### src/rtl/simd_wb_pkg.sv
// Shared types and helpers for the N-lane SIMD result writer.
package simd_wb_pkg;

    localparam int unsigned MAX_LANES = 32;

    typedef enum logic [1:0] {
        IDLE,
        ACCEPT,
        WRITE,
        DONE
    } wb_state_t;

    // Lane k is active when it is a real lane and still inside the frame.
    function automatic logic [MAX_LANES-1:0] wb_lane_mask_f(input int unsigned remaining,
                                                            input int unsigned n);
        logic [MAX_LANES-1:0] mask;
        mask = '0;
        for (int unsigned k = 0; k < MAX_LANES; k++) begin
            mask[k] = (k < n) && (k < remaining);
        end
        return mask;
    endfunction

endpackage

### src/rtl/simd_beat_reg.sv
// N-lane beat capture register with a lane-valid mask; inactive lanes are stored as zero.
module simd_beat_reg #(
    parameter int unsigned N     = 4,
    parameter int unsigned PIX_W = 8
) (
    input  logic                      clk,
    input  logic                      rst_n,
    input  logic                      load,
    input  logic [N-1:0][PIX_W-1:0]   load_data,
    input  logic [N-1:0]              load_mask,
    output logic [N-1:0][PIX_W-1:0]   data,
    output logic [N-1:0]              mask
);

    always_ff @(posedge clk or negedge rst_n) begin
        if (!rst_n) begin
            data <= '0;
            mask <= '0;
        end else if (load) begin
            mask <= load_mask;
            for (int unsigned k = 0; k < N; k++) begin
                data[k] <= load_mask[k] ? load_data[k] : '0;
            end
        end
    end

endmodule

### src/rtl/simd_result_writer.sv
// Writes the downscaled frame to BRAM as N-lane SIMD beats starting at BASE_ADDR.
// Optional running pixel checksum output enabled by SIMD_WB_CHECKSUM_EN.
module simd_result_writer
    import simd_wb_pkg::*;
#(
    parameter int unsigned  DST_W     = 16,
    parameter int unsigned  DST_H     = 16,
    parameter int unsigned  N         = 4,
    parameter int unsigned  ADDR_BITS = 11,
    parameter int unsigned  BASE_ADDR = 1024,
    localparam int unsigned DEPTH     = DST_W * DST_H,
    localparam int unsigned CNT_W     = $clog2(DEPTH + 1)
) (
    input  logic                          clk,
    input  logic                          rst_n,
    input  logic                          start,
    input  logic                          in_valid,
    output logic                          in_ready,
    input  logic [N-1:0][7:0]             in_data,
    output logic [N-1:0]                  wr_req,
    output logic [N-1:0][ADDR_BITS-1:0]   wr_addr,
    output logic [N-1:0][7:0]             wr_data,
    input  logic                          wr_ack,
    output logic                          busy,
    output logic                          done,
    output logic [CNT_W-1:0]              pix_count
`ifdef SIMD_WB_CHECKSUM_EN
    ,
    output logic [15:0]                   checksum
`endif
);

    localparam int unsigned PIX_W = 8;

    if (BASE_ADDR + DEPTH > 2 ** ADDR_BITS) begin : g_addr_range_check
        $error("simd_result_writer: output frame does not fit in the BRAM address space");
    end

    wb_state_t               state;
    logic [N-1:0][PIX_W-1:0] beat_data;
    logic [N-1:0]            beat_mask;
    logic [N-1:0]            load_mask_c;
    logic                    load_c;
    logic [CNT_W-1:0]        remaining_c;
    logic [CNT_W-1:0]        active_c;
    logic [CNT_W-1:0]        pix_next_c;

    assign remaining_c = CNT_W'(DEPTH) - pix_count;
    assign active_c    = (remaining_c < CNT_W'(N)) ? remaining_c : CNT_W'(N);
    assign pix_next_c  = pix_count + active_c;
    assign load_mask_c = N'(wb_lane_mask_f(32'(remaining_c), N));
    assign load_c      = (state == ACCEPT) && in_valid;

    simd_beat_reg #(
        .N     (N),
        .PIX_W (PIX_W)
    ) u_beat_reg (
        .clk       (clk),
        .rst_n     (rst_n),
        .load      (load_c),
        .load_data (in_data),
        .load_mask (load_mask_c),
        .data      (beat_data),
        .mask      (beat_mask)
    );

    assign wr_data = beat_data;

`ifdef SIMD_WB_CHECKSUM_EN
    logic [15:0] sum_c;

    // Running checksum including the beat currently held for write.
    always_comb begin
        sum_c = checksum;
        for (int unsigned k = 0; k < N; k++) begin
            if (beat_mask[k]) begin
                sum_c = sum_c + 16'(beat_data[k]);
            end
        end
    end
`endif

    always_ff @(posedge clk or negedge rst_n) begin
        if (!rst_n) begin
            state     <= IDLE;
            in_ready  <= 1'b0;
            busy      <= 1'b0;
            done      <= 1'b0;
            pix_count <= '0;
            wr_req    <= '0;
            wr_addr   <= '0;
`ifdef SIMD_WB_CHECKSUM_EN
            checksum  <= '0;
`endif
        end else begin
            case (state)
                IDLE: begin
                    if (start) begin
                        state     <= ACCEPT;
                        in_ready  <= 1'b1;
                        busy      <= 1'b1;
                        pix_count <= '0;
`ifdef SIMD_WB_CHECKSUM_EN
                        checksum  <= '0;
`endif
                    end
                end
                ACCEPT: begin
                    if (in_valid) begin
                        state    <= WRITE;
                        in_ready <= 1'b0;
                        wr_req   <= load_mask_c;
                        for (int unsigned k = 0; k < N; k++) begin
                            wr_addr[k] <= ADDR_BITS'(BASE_ADDR + 32'(pix_count) + k);
                        end
                    end
                end
                WRITE: begin
                    if (wr_ack) begin
                        wr_req    <= '0;
                        pix_count <= pix_next_c;
`ifdef SIMD_WB_CHECKSUM_EN
                        checksum  <= sum_c;
`endif
                        if (pix_next_c == CNT_W'(DEPTH)) begin
                            state <= DONE;
                            busy  <= 1'b0;
                            done  <= 1'b1;
                        end else begin
                            state    <= ACCEPT;
                            in_ready <= 1'b1;
                        end
                    end
                end
                DONE: begin
                    if (!start) begin
                        state <= IDLE;
                        done  <= 1'b0;
                    end
                end
                default: state <= IDLE;
            endcase
        end
    end

endmodule

### config.mk
export PLATFORM = sky130hd
export DESIGN_NAME = simd_result_writer
export DESIGN_NICKNAME = d
export VERILOG_FILES = /design/src/rtl/simd_wb_pkg.sv /design/src/rtl/simd_beat_reg.sv /design/src/rtl/simd_result_writer.sv
export SDC_FILE = /design/constraint.sdc
export NUM_CORES = 1
export LEC_CHECK = 0
export BUFFER_PORTS_ARGS = -buffer_cell sky130_fd_sc_hd__buf_2
export CORE_MARGIN = 10
export CORE_UTILIZATION = 41
export DETAILED_ROUTE_END_ITERATION = 10
export PLACE_DENSITY_LB_ADDON = 0.08
export SLEW_MARGIN = 20
export SYNTH_ARGS = -nofsm -noshare
export SYNTH_HDL_FRONTEND = slang
export SYNTH_HIERARCHICAL = 1
export SYNTH_SLANG_ARGS = --single-unit
### constraint.sdc
create_clock -name clk -period 4.65 [get_ports clk]
set_clock_uncertainty 0.05 [all_clocks]
set_input_delay 1.395 -clock clk [delete_from_list [all_inputs] [get_ports clk]]
set_output_delay 1.395 -clock clk [all_outputs]
set_load 0.01 [all_outputs]
== Word-level counts from Yosys, hierarchy flattened ==
Cells that the tools add are included.

* Output and inout port bits: 92
* Word-level logic and storage cells: 77
* Bits in registers: 94

* Equal/unequal tests: 10
* $lt $le $gt $ge: 5
* Add/sub/neg operators: 6
* Multiplexer cells: 29
* Reductions and logical operators: 13

{| class="wikitable"
|+ Operators by type and width
! cell !! number
|-
| 8-bit two-way mux || 4
|-
| 9-bit two-way mux || 3
|-
| 11-bit by 2-bit adder with 11-bit output, second input constant || 2
|-
| 1-bit by 9-bit less-than comparator with 1-bit output, first input constant || 2
|-
| 2-bit by 9-bit less-than comparator with 1-bit output, first input constant || 2
|-
| 9-bit case mux with 2 select lines || 1
|-
| 2-bit != test, second input constant || 6
|-
| 4-bit AND reduction || 3
|-
| 11-bit by 1-bit adder with 11-bit output, second input constant || 1
|-
| 11-bit by 9-bit adder with 11-bit output, first input constant || 1
|-
| 2-bit two-way mux || 5
|-
| 9-bit adder || 1
|-
| 9-bit == test, second input constant || 1
|-
| 9-bit by 3-bit less-than comparator with 1-bit output, second input constant || 1
|-
| 1-bit two-way mux || 9
|-
| 9-bit subtractor, first input constant || 1
|-
| 4-bit two-way mux || 2
|-
| 2-bit case mux with 4 select lines || 1
|-
| 4-bit case mux with 2 select lines || 1
|-
| 3-bit AND reduction || 2
|-
| 2-bit nonzero test || 3
|-
| 5-bit AND reduction || 1
|-
| 2-bit == test, second input constant || 2
|-
| 1-bit case mux with 2 select lines || 2
|-
| other kinds (6) || 6
|}

== Longest topological paths before layout ==
Gate-level depths: netlist of the first run.

* Depth in word-level cells: 8
* Depth in mapped cells: 18
* Gate-level depth less buffers: 16

== Hierarchy ==
Netlist of the first run, hierarchy kept.

{| class="wikitable"
|+ By module, submodules not included
! module !! instances !! area each (um2) !! cells each
|-
| simd_result_writer || 1 || 3004.1 || 338
|-
| simd_beat_reg || 1 || 1455.1 || 147
|}

== Worst setup path before layout of the first run ==
No wires, ideal clock.

* Path type: reg2reg
* Start point: register pix_count[1]
* End point: register busy
* Path buffers: 2
* Data arrival time: 3.481 ns
* Slack: 0.980 ns
* Data required time: 4.462 ns
* Library setup time: 0.138 ns
* Period minus slack after synthesis: 3.670 ns
* Cell stages (with the launch flop): 19
* Cells stage by stage: dfrtp_1 -> clkbuf_1 -> inv_1 -> ha_1 -> clkbuf_1 -> nand2b_1 -> a22oi_2 -> nand3_2 -> nor2_2 -> inv_2 -> nor2_1 -> a21o_1 -> ha_1 -> a21oi_1 -> a21o_1 -> a41oi_1 -> a31oi_1 -> nor4_2 -> a21oi_1

* Longest elaborated chain between the ends: 7

{| class="wikitable"
|+ Ends and longest elaborated chain
! element !! line !! text
|-
| from (decl) || simd_result_writer.sv:26 || <nowiki>output logic [CNT_W-1:0] pix_count</nowiki>
|-
| from (signal assigned) || simd_result_writer.sv:121 || <nowiki>pix_count <= pix_next_c;</nowiki>
|-
| 9-bit subtractor || simd_result_writer.sv:48 || <nowiki>assign remaining_c = CNT_W'(DEPTH) - pix_count;</nowiki>
|-
| 9-bit by 3-bit less-than comparator with 1-bit output || simd_result_writer.sv:49 || <nowiki>assign active_c = (remaining_c < CNT_W'(N)) ? remaining_c : CNT_W'(N);</nowiki>
|-
| 9-bit two-way mux || simd_result_writer.sv:49 ||
|-
| 9-bit adder * || simd_result_writer.sv:50 || <nowiki>assign pix_next_c = pix_count + active_c;</nowiki>
|-
| 9-bit == test * || simd_result_writer.sv:125 || <nowiki>if (pix_next_c == CNT_W'(DEPTH)) begin</nowiki>
|-
| 2-bit != test (no line) * || -- ||
|-
| 4-bit AND reduction (no line) * || -- ||
|-
| to (signal assigned) || simd_result_writer.sv:87 || <nowiki>busy <= 1'b0;</nowiki>
|-
| to (signal assigned) || simd_result_writer.sv:101 || <nowiki>busy <= 1'b1;</nowiki>
|-
| to (signal assigned) || simd_result_writer.sv:127 || <nowiki>busy <= 1'b0;</nowiki>
|-
| to (decl) || simd_result_writer.sv:24 || <nowiki>output logic busy,</nowiki>
|}

Every way passes the cells marked *; elsewhere a longest branch is shown, timed or not.
A chain may end at the register's enable or synchronous reset.

== Worst setup path in the final report of the first run ==
Same ends and word-level chain as after synthesis.

==> run summary, run 1 <==
I/O Buffers -> 127
Internal power -> 0.00152 W
WP data arrival -> 4.16 ns
Fin. max-slew vios -> 0
Pre-CTS WS -> 0.669 ns
FF-to-FF End -> busy$_DFFE_PN0P_
Final setup violation count -> 0
Outcome -> completed
WHS Endpoint -> wr_addr[14]$_DFFE_PN0P_
Detailed Route Iter0 Violations -> 242
Setup bufs post-CTS -> 0
Slew @ Worst Pin -> 0.964 ns
Residual DRC count -> 0
Die Ht -> 123 um
Syn_area_per_cell -> 9.04 um^2
Synth Instances -> 477
CP cell instances -> buf_4 > inv_1 > ha_1 > nand2b_1 > a22oi_2 > nand3_2 > nor2_2 > inv_2 > nor2_1 > a21o_1 > ha_1 > a21oi_1 > a21o_1 > a41oi_1 > a31oi_1 > nor4_2 > a21oi_1
Clock Sinks -> 88
Initial antenna violation count -> 0
Commonest non-fill, non-tap cell in the layout -> buf_2
Unrepaired setup endpoints after global routing -> no
Reg area -> 2200 um^2
IO Count -> 129
CTS Hold Bufs -> 0
Final hold vios -> 0
First-pass DRT Iterations -> 5
Global-route wire length before repair -> 19300 um
Final worst setup slack -> 0.667 ns
Placed cell areas -> 4970 um^2
Maximum vdd drop -> 0.000315 V
Initial core utilization -> 0.420
Leak -> 2.56 nW
Area Growth Syn to Fin -> 19.1%
H-tree depth -> 3
Worst hold path depth -> 2
Core Rows -> 37
Final #Nets -> 625
Max-slew headroom -> 0.357
Ant. Diodes -> 0
Worst Hold Class -> reg -> reg
CTS Buffer Depth -> 2
Skew-Pair Late Insertion Delay -> 0.37 ns
Setup crit start kind -> flop
Sequential share of power -> 0.448
Final period util -> 0.857
Die Wd -> 123 um
Commonest non-fill, non-tap cells in the layout -> 126 x buf_2, 88 x dfrtp_1, 74 x nand2_1
Combinational Power Share -> 0.361
Vias -> 3561
Setup TNS -> 0 ns
Post-DP HPWL -> 8820 um
Core Util, Final -> 0.500
Num CTS Buffers -> 9
Die area -> 15000 um^2
Clock power share -> 0.191
Worst Path Max Fanout -> 15
Flop-to-flop setup slack -> 0.67 ns
Worst Setup End Kind -> flop
Grt total ovfl -> 0
Sw frac -> 0.395
Ys Warns -> 6
Final instance area -> 5140 um^2
Filler Cells Inserted -> 1058
Routed WL per cell -> 16.4 um
Worst path slowest cell -> a41oi_1
Switching pwr -> 0.000994 W
CP required -> 4.83 ns
Reg2reg start -> pix_count[1]$_DFFE_PN0P_
Area of the mapped netlist -> 4310 um^2
Core ar. -> 10300 um^2
Worst-path clk slew -> 0.09 ns
Placer Congestion -> 0.881
Syn Nets -> 520
Post-DR vias/cell -> 4.93
CTS Root Cell -> clkbuf_8
Area of the multi-input gates -> 1750 um^2
Final Critical Period -> 3.98 ns
Number of global-route vias before repair -> 3570
Final WL -> 11900 um
Antenna viol nets, final -> 0
Fmax -> 0.251 GHz
Reg2reg path depth -> 17
Total GRT Usage -> 0.162
Share of layout cells above drive strength 1 -> 0.278
Max Cap Viol -> 0
CTS tree -> built
Power Density -> 490 nW/um^2
Largest net degree at the start of global routing -> 79
Post-cts resize count -> 0
CP Class -> reg -> reg
Slowest Stage Delay on Critical Path -> 0.41 ns
Hold_sp -> wr_addr[14]$_DFFE_PN0P_
## per-stage QoR
step	total power (W)	hold slack, ns	std cells
floorplan	0.00169	0.464	477
global placement	0.00206	0.409	707
detailed placement	0.00208	0.408	707
CTS	0.00256	0.436	723
global route	0.00273	0.461	723
finish	0.00252	0.427	723
## final cells by class
type,count,share of cell area
clock buffers,10,0.0248
clock inverters,6,0.00877
inverters,40,0.0292
multi-input cells,309,0.341
flip-flops and latches,88,0.429
well taps,136,0.0331
repair buffers,134,0.134
## power groups by stage
stage | clock [W] | combinational, W | sequential (W)
after floorplan | 0 | 0.000482 | 0.00121
after global placement | 0 | 0.000927 | 0.00113
after detailed placement | 0 | 0.000933 | 0.00115
after CTS | 0.000499 | 0.000934 | 0.00113
after global routing | 0.000536 | 0.00104 | 0.00116
final | 0.000482 | 0.000909 | 0.00113
## per-layer routing
layer | track usage | vias to the layer above | share of wire
met5 | 0 | - | 0
met4 | 0.0479 | 0 | 0.012
met3 | 0.0528 | 13 | 0.077
met2 | 0.247 | 103 | 0.46
met1 | 0.214 | 1671 | 0.45
li1 | - | 1774 | -
## how the worst max path moves through the flow
stage                        startpoint               end  cells after the start
2_1_floorplan  pix_count[1]$_DFFE_PN0P_  busy$_DFFE_PN0P_                     18
3_3_place_gp   pix_count[0]$_DFFE_PN0P_  busy$_DFFE_PN0P_                     17
3_5_place_dp   pix_count[0]$_DFFE_PN0P_  busy$_DFFE_PN0P_                     17
4_1_cts        pix_count[0]$_DFFE_PN0P_  busy$_DFFE_PN0P_                     17
5_1_grt        pix_count[1]$_DFFE_PN0P_  busy$_DFFE_PN0P_                     17
6_report       pix_count[1]$_DFFE_PN0P_  busy$_DFFE_PN0P_                     17
## worst max-delay path: cells and delay by family (launching register included)
| family | cells | cell delay, ns |
|---|---|---|
| compound gates | 7 | 1.39 |
| simple gates | 5 | 1.07 |
| fa+ha+maj | 2 | 0.56 |
| buf+inv | 3 | 0.44 |
| flops | 1 | 0.33 |
## registers in the layout, summed over array words and instances (netlist names)
name,flops
busy,1
in_ready,1
state,2
wr_req,4
done,1
wr_addr,38
u_beat_reg/data,32
pix_count,9
(Power assumes the default switching activity.)
==> run 2: changes to the inputs <==
==> constraint.sdc (replaced) <==
create_clock -name clk -period 3.4 [get_ports clk]
set_clock_uncertainty 0.05 [all_clocks]
set_input_delay 1.02 -clock clk [delete_from_list [all_inputs] [get_ports clk]]
set_output_delay 1.02 -clock clk [all_outputs]
set_load 0.01 [all_outputs]
==> run summary, run 2 (same netlist as run 1, synthesis figures left out) <==
Maximum vdd drop -> 0.000429 V (+36%)
Largest registers -> wr_addr (38), u_beat_reg/data (32), pix_count (9)
Final WL -> 12100 um (+1.7%)
Skew-Pair Late Insertion Delay -> 0.36 ns (about the same)
Post-DR vias/cell -> 4.97 (+0.94%)
Num CTS Buffers -> 9 (unchanged)
Die area -> 15000 um^2 (unchanged)
Final hold vios -> 0 (unchanged)
Reg2reg path depth -> 15 (-2)
CP cell instances -> inv_1 > ha_1 > nand2b_1 > a22oi_2 > nand3_2 > nor2_4 > inv_4 > a21o_1 > ha_2 > or2_2 > nand2_1 > a41oi_2 > a31oi_1 > nor4_4 > a211o_1
Total GRT Usage -> 0.162 (+0.000386)
Clock Sinks -> 88 (unchanged)
Switching pwr -> 0.00137 W (+38%)
CTS tree -> built
Final period util -> 0.925 (+0.0683)
Crit path buf inv count -> 2 (-1)
Placed cell areas -> 5090 um^2 (+2.5%)
Die Ht -> 123 um (unchanged)
Worst-path clk slew -> 0.09 ns (about the same)
CTS Root Cell -> clkbuf_8
Slew @ Worst Pin -> 0.621 ns (-0.343 ns)
Leak -> 2.65 nW (+3.8%)
Setup crit start kind -> flop
Final Critical Period -> 3.14 ns (-0.838 ns)
Placed Cells -> 717 (+1.4%)
Core Rows -> 37 (unchanged)
Number of global-route vias before repair -> 3657 (+2.4%)
Grt total ovfl -> 0 (unchanged)
Final instance area -> 5350 um^2 (+4.2%)
Sequential share of power -> 0.418 (-0.030)
Unrepaired setup endpoints after global routing -> no
Antenna viol nets, final -> 0 (unchanged)
Power Density -> 679 nW/um^2 (+38%)
Finished Layout Cells -> 737 (+1.9%)
Pre-CTS WS -> -0.0582 ns (-0.727 ns)
Initial core utilization -> 0.420 (unchanged)
Worst Path Max Fanout -> 15 (unchanged)
First-pass DRT Iterations -> 4 (-1)
Worst path top cell family by delay -> compound AO/OA/AOI/OAI gates
Global-route wire length before repair -> 19400 um (+0.39%)
Share of layout cells above drive strength 1 -> 0.306 (+0.0285)
Largest net degree at the start of global routing -> 71 (-10%)
Clock power share -> 0.209 (+0.018)
WHS Endpoint -> wr_addr[30]$_DFFE_PN0P_
Routed WL per cell -> 16.4 um (-0.23%)
Slowest Stage Delay on Critical Path -> 0.41 ns (about the same)
Register name with the most flops -> wr_addr
Residual DRC count -> 0 (unchanged)
Core ar. -> 10300 um^2 (unchanged)
Vias -> 3664 (+2.9%)
WP data arrival -> 3.34 ns (-0.82 ns)
Area Growth Syn to Fin -> 24.1%
Worst hold path depth -> 2 (unchanged)
Final setup violation count -> 0 (unchanged)
Placer Congestion -> 0.907 (+3.0%)
Sw frac -> 0.378 (-0.0167)
CTS Buffer Depth -> 2 (unchanged)
Die Wd -> 123 um (unchanged)
Final #Nets -> 639 (+2.2%)
Fin. max-slew vios -> 0 (unchanged)
Max FFs per register -> 38 (unchanged)
Worst path slowest cell -> dfrtp_2
Final worst setup slack -> 0.255 ns (-0.412 ns)
Combinational Power Share -> 0.373 (+0.012)
CP Class -> reg -> reg
Commonest non-fill, non-tap cells in the layout -> 126 x buf_2, 87 x dfrtp_1, 74 x nand2_1
Max-slew headroom -> 0.586 (+0.229)
CP required -> 3.60 ns (-1.23 ns)
Fmax -> 0.318 GHz (+27%)
CTS Hold Bufs -> 0 (unchanged)
IO Count -> 129 (unchanged)
I/O Buffers -> 127 (unchanged)
Worst Setup End Kind -> flop
Ant. Diodes -> 0 (unchanged)
Reg2reg start -> pix_count[0]$_DFFE_PN0P_
Flop-to-flop setup slack -> 0.26 ns (-0.41 ns)
Worst Hold Class -> reg -> reg
Internal power -> 0.00226 W (+48%)
Initial antenna violation count -> 0 (unchanged)
Hold_sp -> wr_addr[30]$_DFFE_PN0P_
Outcome -> completed
Max Cap Viol -> 0 (unchanged)
H-tree depth -> 3 (unchanged)
Detailed Route Iter0 Violations -> 343 (+42%)
Post-DP HPWL -> 9020 um (+2.3%)
Commonest non-fill, non-tap cell in the layout -> buf_2
Tot Pwr -> 0.00363 W (+44%)
FF-to-FF End -> state[1]$_DFFE_PN0P_
==> run 2: worst max path at each step <==
| stage | slack (ns) | endpoint | from | depth (start not counted) |
|---|---|---|---|---|
| floorplan | 0.002 | busy$_DFFE_PN0P_ | pix_count[1]$_DFFE_PN0P_ | 18 |
| global route | 0.03 | busy$_DFFE_PN0P_ | pix_count[0]$_DFFE_PN0P_ | 15 |
| CTS | 0.03 | busy$_DFFE_PN0P_ | pix_count[0]$_DFFE_PN0P_ | 16 |
| detailed placement | -0.06 | busy$_DFFE_PN0P_ | pix_count[0]$_DFFE_PN0P_ | 16 |
| global placement | 0.05 | busy$_DFFE_PN0P_ | pix_count[0]$_DFFE_PN0P_ | 16 |
| finish | 0.26 | state[1]$_DFFE_PN0P_ | pix_count[0]$_DFFE_PN0P_ | 15 |
==> run 2: power groups by stage <==
stage,clock (W),sequential [W],combinational [W]
global placement,0,0.00153,0.00132
finish,0.000759,0.00152,0.00135
detailed placement,0,0.00154,0.00133
CTS,0.000787,0.00152,0.00134
floorplan,0,0.00166,0.000665
global route,0.000824,0.00157,0.00152
==> run 2: layout make-up <==
class,count,area [um^2]
repair buffers,148,821
flip-flops and latches,88,2200
fillers,1024,4920
multi-input cells,309,1800
clock inverters,4,51.3
inverters,40,153
well taps,136,170
clock buffers,12,155
==> run 2: layer usage <==
| metal | GRT usage | up-vias | part of all wire |
|---|---|---|---|
| li1 | - | 1812 | - |
| met1 | 0.213 | 1734 | 0.44 |
| met2 | 0.256 | 108 | 0.48 |
| met3 | 0.0358 | 10 | 0.066 |
| met4 | 0.0619 | 0 | 0.011 |
| met5 | 0 | - | 0 |
==> run 2: timing repair <==
action,4_1_cts,5_1_grt
endpoints found under the setup margin,4,4
pin swaps,0,3
gates resized for setup,1,3
setup buffers,0,4
==> run 2: per-stage QoR <==
step	TNS (ns)	util	hold slack [ns]
floorplan	0	-	0.464
global placement	0	0.495	0.406
detailed placement	-0.0913	0.495	0.407
CTS	0	0.516	0.435
global route	0	0.521	0.462
finish	0	0.521	0.428
==> run 2: worst min-delay path, cell delays in order, from the launching register on <==
cell and delay [ns]:
dfrtp_1 0.34, nand2_1 0.04, o21ai_0 0.06
==> run 3: changes to the inputs <==
==> constraint.sdc (replaced) <==
create_clock -name clk -period 3.4 [get_ports clk]
set_clock_uncertainty 0.05 [all_clocks]
set_input_delay 0.34 -clock clk [delete_from_list [all_inputs] [get_ports clk]]
set_output_delay 0.34 -clock clk [all_outputs]
set_load 0.01 [all_outputs]
==> run summary, run 3 (same netlist as run 1, synthesis figures left out) <==
Area Growth Syn to Fin -> 22.8%
Worst Path Max Fanout -> 6 (-9)
Final worst setup slack -> 0.244 ns (-0.0116 ns)
Residual DRC count -> 0 (unchanged)
Worst-path clk slew -> 0.10 ns (about the same)
Share of layout cells above drive strength 1 -> 0.305 (-0.00116)
Final hold vios -> 0 (unchanged)
Top Metal Used -> met4
Die Wd -> 123 um (unchanged)
Tot Pwr -> 0.00354 W (-2.5%)
H-tree depth -> 3 (unchanged)
Register name with the most flops -> wr_addr
Area of the multi-input gates -> 1790 um^2 (-0.28%)
Worst Hold Class -> in -> reg
Leak -> 2.62 nW (-1.1%)
Final #Nets -> 638 (-0.16%)
Max FFs per register -> 38 (unchanged)
WP data arrival -> 3.35 ns (about the same)
Outcome -> completed
Power Density -> 669 nW/um^2 (-1.5%)
Maximum vdd drop -> 0.000306 V (-29%)
Fmax -> 0.317 GHz (-0.37%)
Post-DR vias/cell -> 4.92 (-0.96%)
Number of global-route vias before repair -> 3604 (-1.4%)
Total GRT Usage -> 0.162 (about the same)
CTS Buffer Depth -> 2 (unchanged)
CTS tree -> built
M1 wire length -> 5600 um (+4.6%)
Pre-CTS WS -> 0.109 ns (+0.167 ns)
Filler Cells Inserted -> 1039 (+1.5%)
Initial antenna violation count -> 0 (unchanged)
Num CTS Buffers -> 9 (unchanged)
CP Class -> reg -> reg
CTS Root Cell -> clkbuf_8
Core Rows -> 37 (unchanged)
Final Critical Period -> 3.16 ns (+0.0116 ns)
Skew-Pair Late Insertion Delay -> 0.37 ns (about the same)
Met3 WL -> 756 um (-5.3%)
Placer Congestion -> 0.898 (-0.95%)
Max Cap Viol -> 0 (unchanged)
Reg2reg path depth -> 13 (-2)
Antenna viol nets, final -> 0 (unchanged)
Slew @ Worst Pin -> 0.621 ns (+0.000603 ns)
Largest registers -> wr_addr (38), u_beat_reg/data (32), pix_count (9)
Final WL -> 12000 um (-0.16%)
Grt total ovfl -> 0 (unchanged)
Final setup violation count -> 0 (unchanged)
Ant. Diodes -> 0 (unchanged)
Setup crit start kind -> flop
Initial core utilization -> 0.420 (unchanged)
Core ar. -> 10300 um^2 (unchanged)
Vias -> 3624 (-1.1%)
First-pass DRT Iterations -> 4 (unchanged)
Max-slew headroom -> 0.586 (about the same)
IO Count -> 129 (unchanged)
Post-DP HPWL -> 9030 um (about the same)
Met2 wire len -> 5570 um (-3.5%)
Commonest non-fill, non-tap cell in the layout -> buf_2
Die area -> 15000 um^2 (unchanged)
Final period util -> 0.928 (+0.00341)
Routed WL per cell -> 16.4 um (about the same)
Largest net degree at the start of global routing -> 71 (unchanged)
Fin. max-slew vios -> 0 (unchanged)
CP required -> 3.59 ns (about the same)
Detailed Route Iter0 Violations -> 300 (-13%)
Worst Setup End Kind -> flop
Commonest non-fill, non-tap cells in the layout -> 126 x buf_2, 87 x dfrtp_1, 74 x nand2_1
Reg area -> 2200 um^2 (unchanged)
I/O Buffers -> 127 (unchanged)
Global-route wire length before repair -> 19400 um (+0.28%)
Die Ht -> 123 um (unchanged)
Clock Sinks -> 88 (unchanged)
Setup TNS -> 0 ns (unchanged)
Worst hold path depth -> 3 (+1)
Unrepaired setup endpoints after global routing -> no
[run 3: path summary, 6_finish.rpt]
| kind | startpoint | slack (ns) | end |
|---|---|---|---|
| worst max-delay path | pix_count[4]$_DFFE_PN0P_ | 0.24 | busy$_DFFE_PN0P_ |
| worst min-delay path | in_data[27] | 0.13 | u_beat_reg/data[27]$_DFFE_PN0P_ |
| worst max register to register | pix_count[4]$_DFFE_PN0P_ | 0.24 | busy$_DFFE_PN0P_ |
| worst min register to register | wr_addr[35]$_DFFE_PN0P_ | 0.43 | wr_addr[35]$_DFFE_PN0P_ |
| max in group asynchronous | rst_n | 2.12 | wr_addr[4]$_DFFE_PN0P_ |
| min in group asynchronous | rst_n | 0.42 | wr_addr[19]$_DFFE_PN0P_ |
[run 3: repair_timing]
item                       4_1_cts  5_1_grt
setup endpoints to repair        0        4
setup buffers                    0        1
hold endpoints to repair        37        0
gates resized for setup          0        2
hold buffers                     1        0
[run 3: metrics by stage]
stage	cell area (um^2)	util	instances	hold WS, ns
5_1_grt	5300	0.516	736	0.128
3_5_place_dp	5070	0.493	718	0.292
6_report	5300	0.516	736	0.134
2_1_floorplan	4360	-	477	-0.00559
3_3_place_gp	5070	0.493	718	0.289
4_1_cts	5270	0.513	735	0.129
[run 3: report_power, final]
group	leakage [nW]	internal, W	switching (W)
registers	1.14	0.00134	0.000179
clock network	0.0892	0.000279	0.000430
logic	1.40	0.000508	0.000803
total	2.62	0.00213	0.00141
[run 3: critical path, stage by stage, from the launching register on]
cell and delay, ns:
dfrtp_1 0.40, or3_4 0.40, o22ai_4 0.23, nand3_2 0.14
nor2_2 0.17, inv_2 0.07, nor2_2 0.13, a21o_1 0.10
ha_2 0.27, a211o_1 0.23, a211oi_2 0.15, o211ai_1 0.17
nor4_4 0.39, a21oi_1 0.10
[run 3: layer usage]
layer  vias up  GRT usage
li1       1806          -
met5         -          0
met2       102      0.253
met4         0     0.0589
met1      1706      0.216
met3        10     0.0367
[run 3: area by class of cell]
class / count / area share
clock buffers: 9 / 0.0234
inverters: 40 / 0.0283
repair buffers: 147 / 0.149
clock inverters: 7 / 0.0125
flip-flops and latches: 88 / 0.416
well taps: 136 / 0.0321
multi-input cells: 309 / 0.339
